<file path="config.mk">
export PLATFORM = sky130hd
export DESIGN_NAME = fft_reorder_ctrl
export DESIGN_NICKNAME = d
export VERILOG_FILES = /design/src/rtl/fft_reorder_ctrl.sv
export SDC_FILE = /design/constraint.sdc
export NUM_CORES = 1
export LEC_CHECK = 0
export ABC_AREA = 1
export ABC_CLOCK_PERIOD_IN_PS = 2600
export BUFFER_PORTS_ARGS = -buffer_cell sky130_fd_sc_hd__buf_2
export CAP_MARGIN = 20
export CORE_MARGIN = 2
export CORE_UTILIZATION = 24
export CTS_CLUSTER_SIZE = 10
export DETAILED_ROUTE_END_ITERATION = 8
export PLACE_DENSITY = 0.4
export SLEW_MARGIN = 10
export SYNTH_ARGS = -nofsm -noshare
export SYNTH_HDL_FRONTEND = slang
export SYNTH_SLANG_ARGS = --single-unit
</file>
<file path="constraint.sdc">
create_clock -name clk_i -period 2.6 [get_ports clk_i]
set_clock_uncertainty 0.05 [all_clocks]
set_input_delay 0.26 -clock clk_i [delete_from_list [all_inputs] [get_ports clk_i]]
set_output_delay 0.26 -clock clk_i [all_outputs]
set_load 0.1 [all_outputs]
</file>
<file path="src/rtl/fft_reorder_ctrl.sv">
// fft_reorder_ctrl: ping-pong bit-reversal reorder stage for the FFT pipeline.
// One frame of N = 2**AddrWidth samples is written in natural order into one
// single-port SRAM bank while the other, already full bank is read back in
// bit-reversed address order through a 2-entry output FIFO.
//
// Ports:
//   clk_i, rst_ni                 clock (rising edge), async active-low reset
//   in_valid_i/in_ready_o/in_data_i      natural-order input stream
//   out_valid_o/out_ready_i/out_data_o   bit-reversed output stream
//   out_last_o                    last sample of a frame
//   bankX_wen_o/addr_o/wdata_o    SRAM bank X control (X = 0, 1)
//   bankX_rdata_i                 SRAM bank X read data, 1-cycle latency
//   frame_cnt_o, overflow_o       status, only with FFT_REORDER_STATUS_EN
//
// Optional feature macro: FFT_REORDER_STATUS_EN
module fft_reorder_ctrl #(
    parameter int unsigned AddrWidth = 10,
    parameter int unsigned DataWidth = 9
) (
    input  logic                 clk_i,
    input  logic                 rst_ni,
    input  logic                 in_valid_i,
    output logic                 in_ready_o,
    input  logic [DataWidth-1:0] in_data_i,
    output logic                 out_valid_o,
    input  logic                 out_ready_i,
    output logic [DataWidth-1:0] out_data_o,
    output logic                 out_last_o,
`ifdef FFT_REORDER_STATUS_EN
    output logic [15:0]          frame_cnt_o,
    output logic                 overflow_o,
`endif
    output logic                 bank0_wen_o,
    output logic [AddrWidth-1:0] bank0_addr_o,
    output logic [DataWidth-1:0] bank0_wdata_o,
    input  logic [DataWidth-1:0] bank0_rdata_i,
    output logic                 bank1_wen_o,
    output logic [AddrWidth-1:0] bank1_addr_o,
    output logic [DataWidth-1:0] bank1_wdata_o,
    input  logic [DataWidth-1:0] bank1_rdata_i
);

    localparam int unsigned N = 1 << AddrWidth;
    localparam logic [AddrWidth-1:0] LastIdx = AddrWidth'(N - 1);

    function automatic logic [AddrWidth-1:0] bitrev(input logic [AddrWidth-1:0] a);
        logic [AddrWidth-1:0] r;
        for (int unsigned i = 0; i < AddrWidth; i++) begin
            r[i] = a[AddrWidth-1-i];
        end
        return r;
    endfunction

    logic [AddrWidth-1:0]            wr_cnt, rd_cnt;
    logic                            wr_bank, rd_bank;
    logic [1:0]                      full, full_nxt;
    logic                            accept, issue, pop, credit;
    logic [1:0]                      occ_after_pop;
    logic [AddrWidth-1:0]            rd_addr;
    logic                            rd_pend, rd_pend_last, rd_pend_bank;
    logic [1:0][DataWidth-1:0]       fifo_data;
    logic [1:0]                      fifo_last;
    logic                            fifo_wptr, fifo_rptr;
    logic [1:0]                      fifo_cnt;
    logic [AddrWidth-1:0]            bank0_addr_q, bank1_addr_q;
    logic [DataWidth-1:0]            rdata_sel;

    // Handshakes; ready is held low while reset is asserted.
    assign in_ready_o  = rst_ni & ~full[wr_bank];
    assign accept      = in_valid_i & in_ready_o;
    assign out_valid_o = (fifo_cnt != 2'd0);
    assign pop         = out_valid_o & out_ready_i;

    // A read is issued only if its data is guaranteed a FIFO slot on arrival.
    assign occ_after_pop = fifo_cnt - 2'(pop);
    assign credit        = (occ_after_pop + 2'(rd_pend)) < 2'd2;
    assign issue         = full[rd_bank] & credit;
    assign rd_addr       = bitrev(rd_cnt);

    assign out_data_o = fifo_data[fifo_rptr];
    assign out_last_o = out_valid_o & fifo_last[fifo_rptr];
    assign rdata_sel  = rd_pend_bank ? bank1_rdata_i : bank0_rdata_i;

    assign bank0_wdata_o = in_data_i;
    assign bank1_wdata_o = in_data_i;

    // Bank port mux; the written bank is never full and the read bank always is.
    always_comb begin
        bank0_wen_o  = 1'b0;
        bank1_wen_o  = 1'b0;
        bank0_addr_o = bank0_addr_q;
        bank1_addr_o = bank1_addr_q;
        if (accept) begin
            if (wr_bank) begin
                bank1_wen_o  = 1'b1;
                bank1_addr_o = wr_cnt;
            end else begin
                bank0_wen_o  = 1'b1;
                bank0_addr_o = wr_cnt;
            end
        end
        if (issue) begin
            if (rd_bank) bank1_addr_o = rd_addr;
            else         bank0_addr_o = rd_addr;
        end
    end

    // Frame completion on either side updates its own full flag.
    always_comb begin
        full_nxt = full;
        if (accept && (wr_cnt == LastIdx)) full_nxt[wr_bank] = 1'b1;
        if (issue && (rd_cnt == LastIdx))  full_nxt[rd_bank] = 1'b0;
    end

    // Write/read counters, bank pointers and full flags.
    always_ff @(posedge clk_i or negedge rst_ni) begin
        if (!rst_ni) begin
            wr_cnt       <= '0;
            rd_cnt       <= '0;
            wr_bank      <= 1'b0;
            rd_bank      <= 1'b0;
            full         <= 2'b00;
            rd_pend      <= 1'b0;
            rd_pend_last <= 1'b0;
            rd_pend_bank <= 1'b0;
            bank0_addr_q <= '0;
            bank1_addr_q <= '0;
        end else begin
            full         <= full_nxt;
            rd_pend      <= issue;
            rd_pend_last <= (rd_cnt == LastIdx);
            rd_pend_bank <= rd_bank;
            bank0_addr_q <= bank0_addr_o;
            bank1_addr_q <= bank1_addr_o;
            if (accept) begin
                wr_cnt <= wr_cnt + AddrWidth'(1);
                if (wr_cnt == LastIdx) wr_bank <= ~wr_bank;
            end
            if (issue) begin
                rd_cnt <= rd_cnt + AddrWidth'(1);
                if (rd_cnt == LastIdx) rd_bank <= ~rd_bank;
            end
        end
    end

    // 2-entry output FIFO fed by the read issued on the previous cycle.
    always_ff @(posedge clk_i or negedge rst_ni) begin
        if (!rst_ni) begin
            fifo_data <= '0;
            fifo_last <= 2'b00;
            fifo_wptr <= 1'b0;
            fifo_rptr <= 1'b0;
            fifo_cnt  <= 2'd0;
        end else begin
            if (rd_pend) begin
                fifo_data[fifo_wptr] <= rdata_sel;
                fifo_last[fifo_wptr] <= rd_pend_last;
                fifo_wptr            <= ~fifo_wptr;
            end
            if (pop) fifo_rptr <= ~fifo_rptr;
            fifo_cnt <= fifo_cnt + 2'(rd_pend) - 2'(pop);
        end
    end

`ifdef FFT_REORDER_STATUS_EN
    // Frames delivered downstream, and a sticky flag for input pushed at a full stage.
    always_ff @(posedge clk_i or negedge rst_ni) begin
        if (!rst_ni) begin
            frame_cnt_o <= 16'd0;
            overflow_o  <= 1'b0;
        end else begin
            if (pop && out_last_o) frame_cnt_o <= frame_cnt_o + 16'd1;
            if (in_valid_i && full[0] && full[1]) overflow_o <= 1'b1;
        end
    end
`endif

endmodule
</file>
**After elaboration in Yosys (flattened, before gate mapping)**

Index checks and enable logic that the tools add are counted.

- Bits in registers: 71
- Bits of input ports: 31
- Output and inout bits: 52
- Logic and storage cells: 86

- Add/sub/neg operators: 6
- Magnitude comparators: 8
- Equal/unequal tests: 2
- Mux-type cells: 33
- Bitwise operators: 13
- Reductions and logical operators: 8

Operator list:

| operator | number |
|---|---|
| two-way mux 10 bit | 8 |
| two-way mux 9 bit | 4 |
| adder 10 x 1 -> 10 bit (second input constant) | 2 |
| equality test 10 bit (second input constant) | 2 |
| bitwise mux 18 bit | 1 |
| two-way mux 1 bit | 13 |
| demux 9 bit (select 1 bit) | 1 |
| less-than comparator 1 x 2 -> 1 bit (second input constant) | 4 |
| AND 1 bit | 5 |
| logical AND 1 bit | 5 |
| NOT 1 bit | 5 |
| adder 2 x 1 -> 2 bit | 2 |
| two-way mux 2 bit | 2 |
| AND reduction 2 bit | 2 |
| subtractor 2 x 1 -> 2 bit | 2 |
| demux 1 bit (select 1 bit) | 3 |
| >= comparator 1 bit (second input constant) | 3 |
| AND 2 bit | 1 |
| bitwise mux 2 bit | 1 |
| less-than comparator 2 bit (second input constant) | 1 |
| NOT 2 bit | 1 |
| bitwise OR 2 bit | 1 |
| nonzero test 2 bit | 1 |

**Longest topological paths before layout**

- Depth in word-level cells: 9
- Mapped depth: 16
- Depth with buffers taken out: 16

**Least setup slack after synthesis**

No wires, ideal clock.

- Path type: register -> register
- From: reg fifo_cnt[1]
- To: reg bank1_addr_q[8]
- Library setup time: 0.353 ns
- Data arrival time: 4.460 ns
- Data required time: 2.197 ns
- Setup slack: -2.263 ns
- Cell stages (with the launch flop): 15
- Path buffers: 1
- Cells stage by stage: dfrtp_1 -> nor2_1 -> inv_1 -> nand2_1 -> inv_1 -> ha_1 -> inv_1 -> ha_1 -> inv_1 -> nand2_1 -> nand3_1 -> nand2_1 -> nand2_1 -> buf_2 -> o21ai_0

- Word-level cells in the longest chain between the ends: 7

Ends and longest elaborated chain:

| item | RTL line | source |
|---|---|---|
| start: declaration | 64 | `logic [1:0] fifo_cnt;` |
| start signal: assignment | 161 | `fifo_cnt <= fifo_cnt + 2'(rd_pend) - 2'(pop);` |
| nonzero test 2 bit | 71 | `assign out_valid_o = (fifo_cnt != 2'd0);` |
| net out_valid_o | 25 | `output logic out_valid_o,` |
| AND 1 bit | 72 | `assign pop = out_valid_o & out_ready_i;` |
| net pop | 57 | `logic accept, issue, pop, credit;` |
| subtractor 2 x 1 -> 2 bit | 75 | `assign occ_after_pop = fifo_cnt - 2'(pop);` |
| adder 2 x 1 -> 2 bit | 76 | `assign credit = (occ_after_pop + 2'(rd_pend)) < 2'd2;` |
| less-than comparator 2 bit | 76 |  |
| AND 1 bit | 77 | `assign issue = full[rd_bank] & credit;` |
| two-way mux 10 bit | 102 | `if (issue) begin` |
| net bank1_addr_o[8] | 38 | `output logic [AddrWidth-1:0] bank1_addr_o,` |
| end signal: assignment | 134 | `bank1_addr_q <= bank1_addr_o;` |
| end: declaration | 65 | `logic [AddrWidth-1:0] bank0_addr_q, bank1_addr_q;` |

The timed path passes the listed nets, and every way through them passes these cells.
A chain may end at the register's enable or synchronous reset.

**Worst setup path after layout**

- From: reg fifo_cnt[1]
- To: out bank0_addr_o[2]

- Word-level cells in the longest chain between the ends: 7

Ends and longest elaborated chain:

| item | RTL line | source |
|---|---|---|
| nonzero test 2 bit | 71 |  |
| AND 1 bit | 72 |  |
| net pop | 57 |  |
| subtractor 2 x 1 -> 2 bit | 75 |  |
| adder 2 x 1 -> 2 bit | 76 |  |
| less-than comparator 2 bit | 76 |  |
| AND 1 bit | 77 |  |
| two-way mux 10 bit | 102 |  |
| end: declaration | 34 | `output logic [AddrWidth-1:0] bank0_addr_o,` |

The timed path passes the listed nets, and every way through them passes these cells.

==> impl_metrics.tcl <==
set metrics [dict create \
    path_class "flip-flop to output port" \
    syn_area_um2 3971 \
    syn-num-nets 567 \
    path_clk_slew_ps 60 \
    crit_path_end_kind "output port" \
    finalInstanceArea_um2 5618 \
    cts.htree.levels 3 \
    async_flop_share 1.000 \
    hold_viol_final 0 \
    cts_tree "done" \
    wl_um 10890 \
    multi_input_area_um2 2207 \
    gr-total-overflow 0 \
    synth_area_leader_cell "dfrtp_1" \
    p_leak_nw 2.758 \
    cp-start-kind "flip-flop" \
    post-route-period-util 1.111 \
    max-vdd-ir-drop_mv 0.4361 \
    grt_max_degree 72 \
    gp_congestion 0.7892 \
    cap_viol_max_count 0 \
    vias 3441 \
    place_area_um2 4957 \
    io_pins 83 \
    core_um2 16350 \
    avgSynthCellArea_um2 7.465 \
    insertion_delay_ps 350 \
    holdCritPathClass "input pin to async pin" \
    combPwrFrac 0.579 \
    first_pass_iters 4 \
    synth-edff-count 0 \
    root_buffer "clkbuf_16" \
    tns_ps -4923 \
    die_y_um 132.6 \
    required_ps 2290 \
    grt_pass1_vias 3477 \
    drive_gt1_frac 0.2922 \
    routed_via_density 4.238 \
    ys_top_cells_by_area "dfrtp_1, nand2_1, o21ai_0" \
    p_int_mw 3.301 \
    grt_use_total 0.1331 \
    final_util 0.3436 \
    outcome "finished, violations left" \
    ys_types 28 \
    p_sw_mw 3.464 \
    post-route-drc-count 0 \
    pwr-share-seq 0.236 \
    setup_ws_ps -289.1 \
    cts.sinks 71 \
    hold_buffers 0 \
    cts_buffer_depth 2 \
    yosys_warnings 0 \
    drv_slew 0 \
    n_fill_cell 1748 \
    std_cell_rows 47 \
    cts_buffers 9 \
    ys_seq_area_frac 0.4474 \
    pwr_density_cell_nw_per_um2 1204 \
    postSynthCellCount 532 \
    initial_utilization 0.2429 \
    power_switching_share 0.5120 \
    worstPathMaxFanout 5 \
    wire_per_inst_um 13.41 \
    die-width_um 132.6 \
    slew_headroom 0.3490 \
    p_clk_frac 0.185 \
    violations "negative setup slack" \
    rsz0062_at_grt "yes" \
    ys.flop_type "dfrtp_1" \
    dp.cells 783 \
    setup-violations-final 20 \
    cp.arrival_ps 2580 \
    antenna_found_initial 0 \
    grt_pass1_wl_um 18330 \
    tightestPinTransition_ps 976.5 \
    dpl.hpwl_um 7572 \
    port_buffers 55 \
    syn_to_final_growth_pct 41.46 \
    dr.first_iter.drc_count 188 \
    antenna_cells 0 \
    post-synth-top-area-fraction 0.4474 \
    reg2reg_depth 17 \
    ant_nets 0 \
    yosys_register_bits 71 \
    final_cell_count_no_fill 812 \
    seq_area_um2 1777 \
    die_area_um2 17590 \
    max_freq_mhz 346.1 \
    min_period_ps 2889 \
    fin_nets 622 \
]
cells by family after synthesis:
kind of cell             share of synthesized area
AO/OA/AOI/OAI                              0.07845
XOR/XNOR                                   0.02646
adder cells (fa/ha/maj)                    0.01260
buffers and inverters                       0.1210
flip-flops                                  0.4474
multiplexers                               0.02552
AND/OR/NAND/NOR                             0.2886
sequential cells by signal, summed over array words and instances (netlist names), 2 cells and up:
name          flops
fifo_data        18
fifo_cnt          2
fifo_last         2
bank0_addr_q     10
wr_cnt           10
rd_cnt           10
full              2
bank1_addr_q     10
worst paths after layout:
| kind | start | end | slack, ps |
|---|---|---|---|
| worst max-delay path | fifo_cnt[1] | bank0_addr_o[2] | -290 |
| worst min-delay path | rst_ni | fifo_data[9] | 90 |
| worst max register to register | fifo_cnt[1] | rd_cnt[5] | 190 |
| worst min register to register | rd_bank | rd_pend_bank | 420 |
| max in group asynchronous | rst_ni | bank0_addr_q[8] | 1730 |
| min in group clk_i | bank0_rdata_i[0] | fifo_data[9] | 210 |
worst max-delay path: stages (launching register included):
cell        delay, ps
dfrtp_1           410
nor2_4            150
clkinvlp_4        100
nand2_2            70
inv_2              50
ha_4              250
inv_2              40
ha_4              170
inv_4              60
nand2_4            60
nand2_4            70
nand2_4            60
nand2_8           110
nand2_8            90
buf_6             180
o21ai_4           150
buf_12            190
through the flow:
step	hold slack [ps]	power (mW)	setup WS [ps]
4_1_cts	179.1	6.784	-332.4
2_1_floorplan	-85.59	4.308	-576.5
5_1_grt	210.7	7.137	-410.4
6_report	88.09	6.766	-289.1
3_5_place_dp	396.2	5.031	-127.1
3_3_place_gp	394.3	5.007	-41.28
repair_timing:
action,4_1_cts,5_1_grt
resized for setup,52,9
buffers inserted,6,5
pin swaps,14,8
setup endpoints to repair,20,20
gates cloned,2,0
power groups by stage:
stage	Sequential (mW)	Combinational [mW]	Clock, mW
4_1_cts	1.60	3.89	1.29
5_1_grt	1.64	4.17	1.33
3_5_place_dp	1.61	3.42	0
2_1_floorplan	1.52	2.79	0
6_report	1.60	3.92	1.25
3_3_place_gp	1.61	3.40	0
cell usage after synthesis (all sizes together), types with 7 or more instances:
library cell  instances
nand3                30
inv                  61
dfrtp                71
o21ai                52
nor2                 28
mux2                  9
xor2                 11
buf                  30
a21oi                 8
clkbuf                7
nand2               210
routing by layer:
| layer | part of all wire | track usage | vias up |
|---|---|---|---|
| met1 | 0.48 | 0.1797 | 1618 |
| met5 | 0 | 0 | - |
| met2 | 0.46 | 0.2047 | 49 |
| met4 | 0.028 | 0.06989 | 0 |
| li1 | - | - | 1754 |
| met3 | 0.031 | 0.02184 | 20 |
cells in the final DEF (no fill, tap or decap), drive strengths merged:
cell	synthesis	layout
clkinvlp	0	1
nand3	30	30
dfrtp	71	71
clkbuf	7	12
inv	61	59
a21oi	8	8
xnor2	1	1
clkinv	1	5
nand4	4	4
o21a	1	1
nand2	210	212
o21ai	52	52
mux2	9	9
nor3	2	2
ha	4	4
bufinv	0	1
buf	30	79
nand3b	2	2
nor2	28	28
xor2	11	11
cell type report:
type,instances,share of cell area
inverters,62,0.04477
flip-flops and latches,71,0.3163
repair buffers,79,0.1452
multi-input cells,364,0.3929
clock inverters,4,0.008018
clock buffers,12,0.04388
well taps,220,0.04900
No activity file was read; power rests on OpenSTA's default activity.
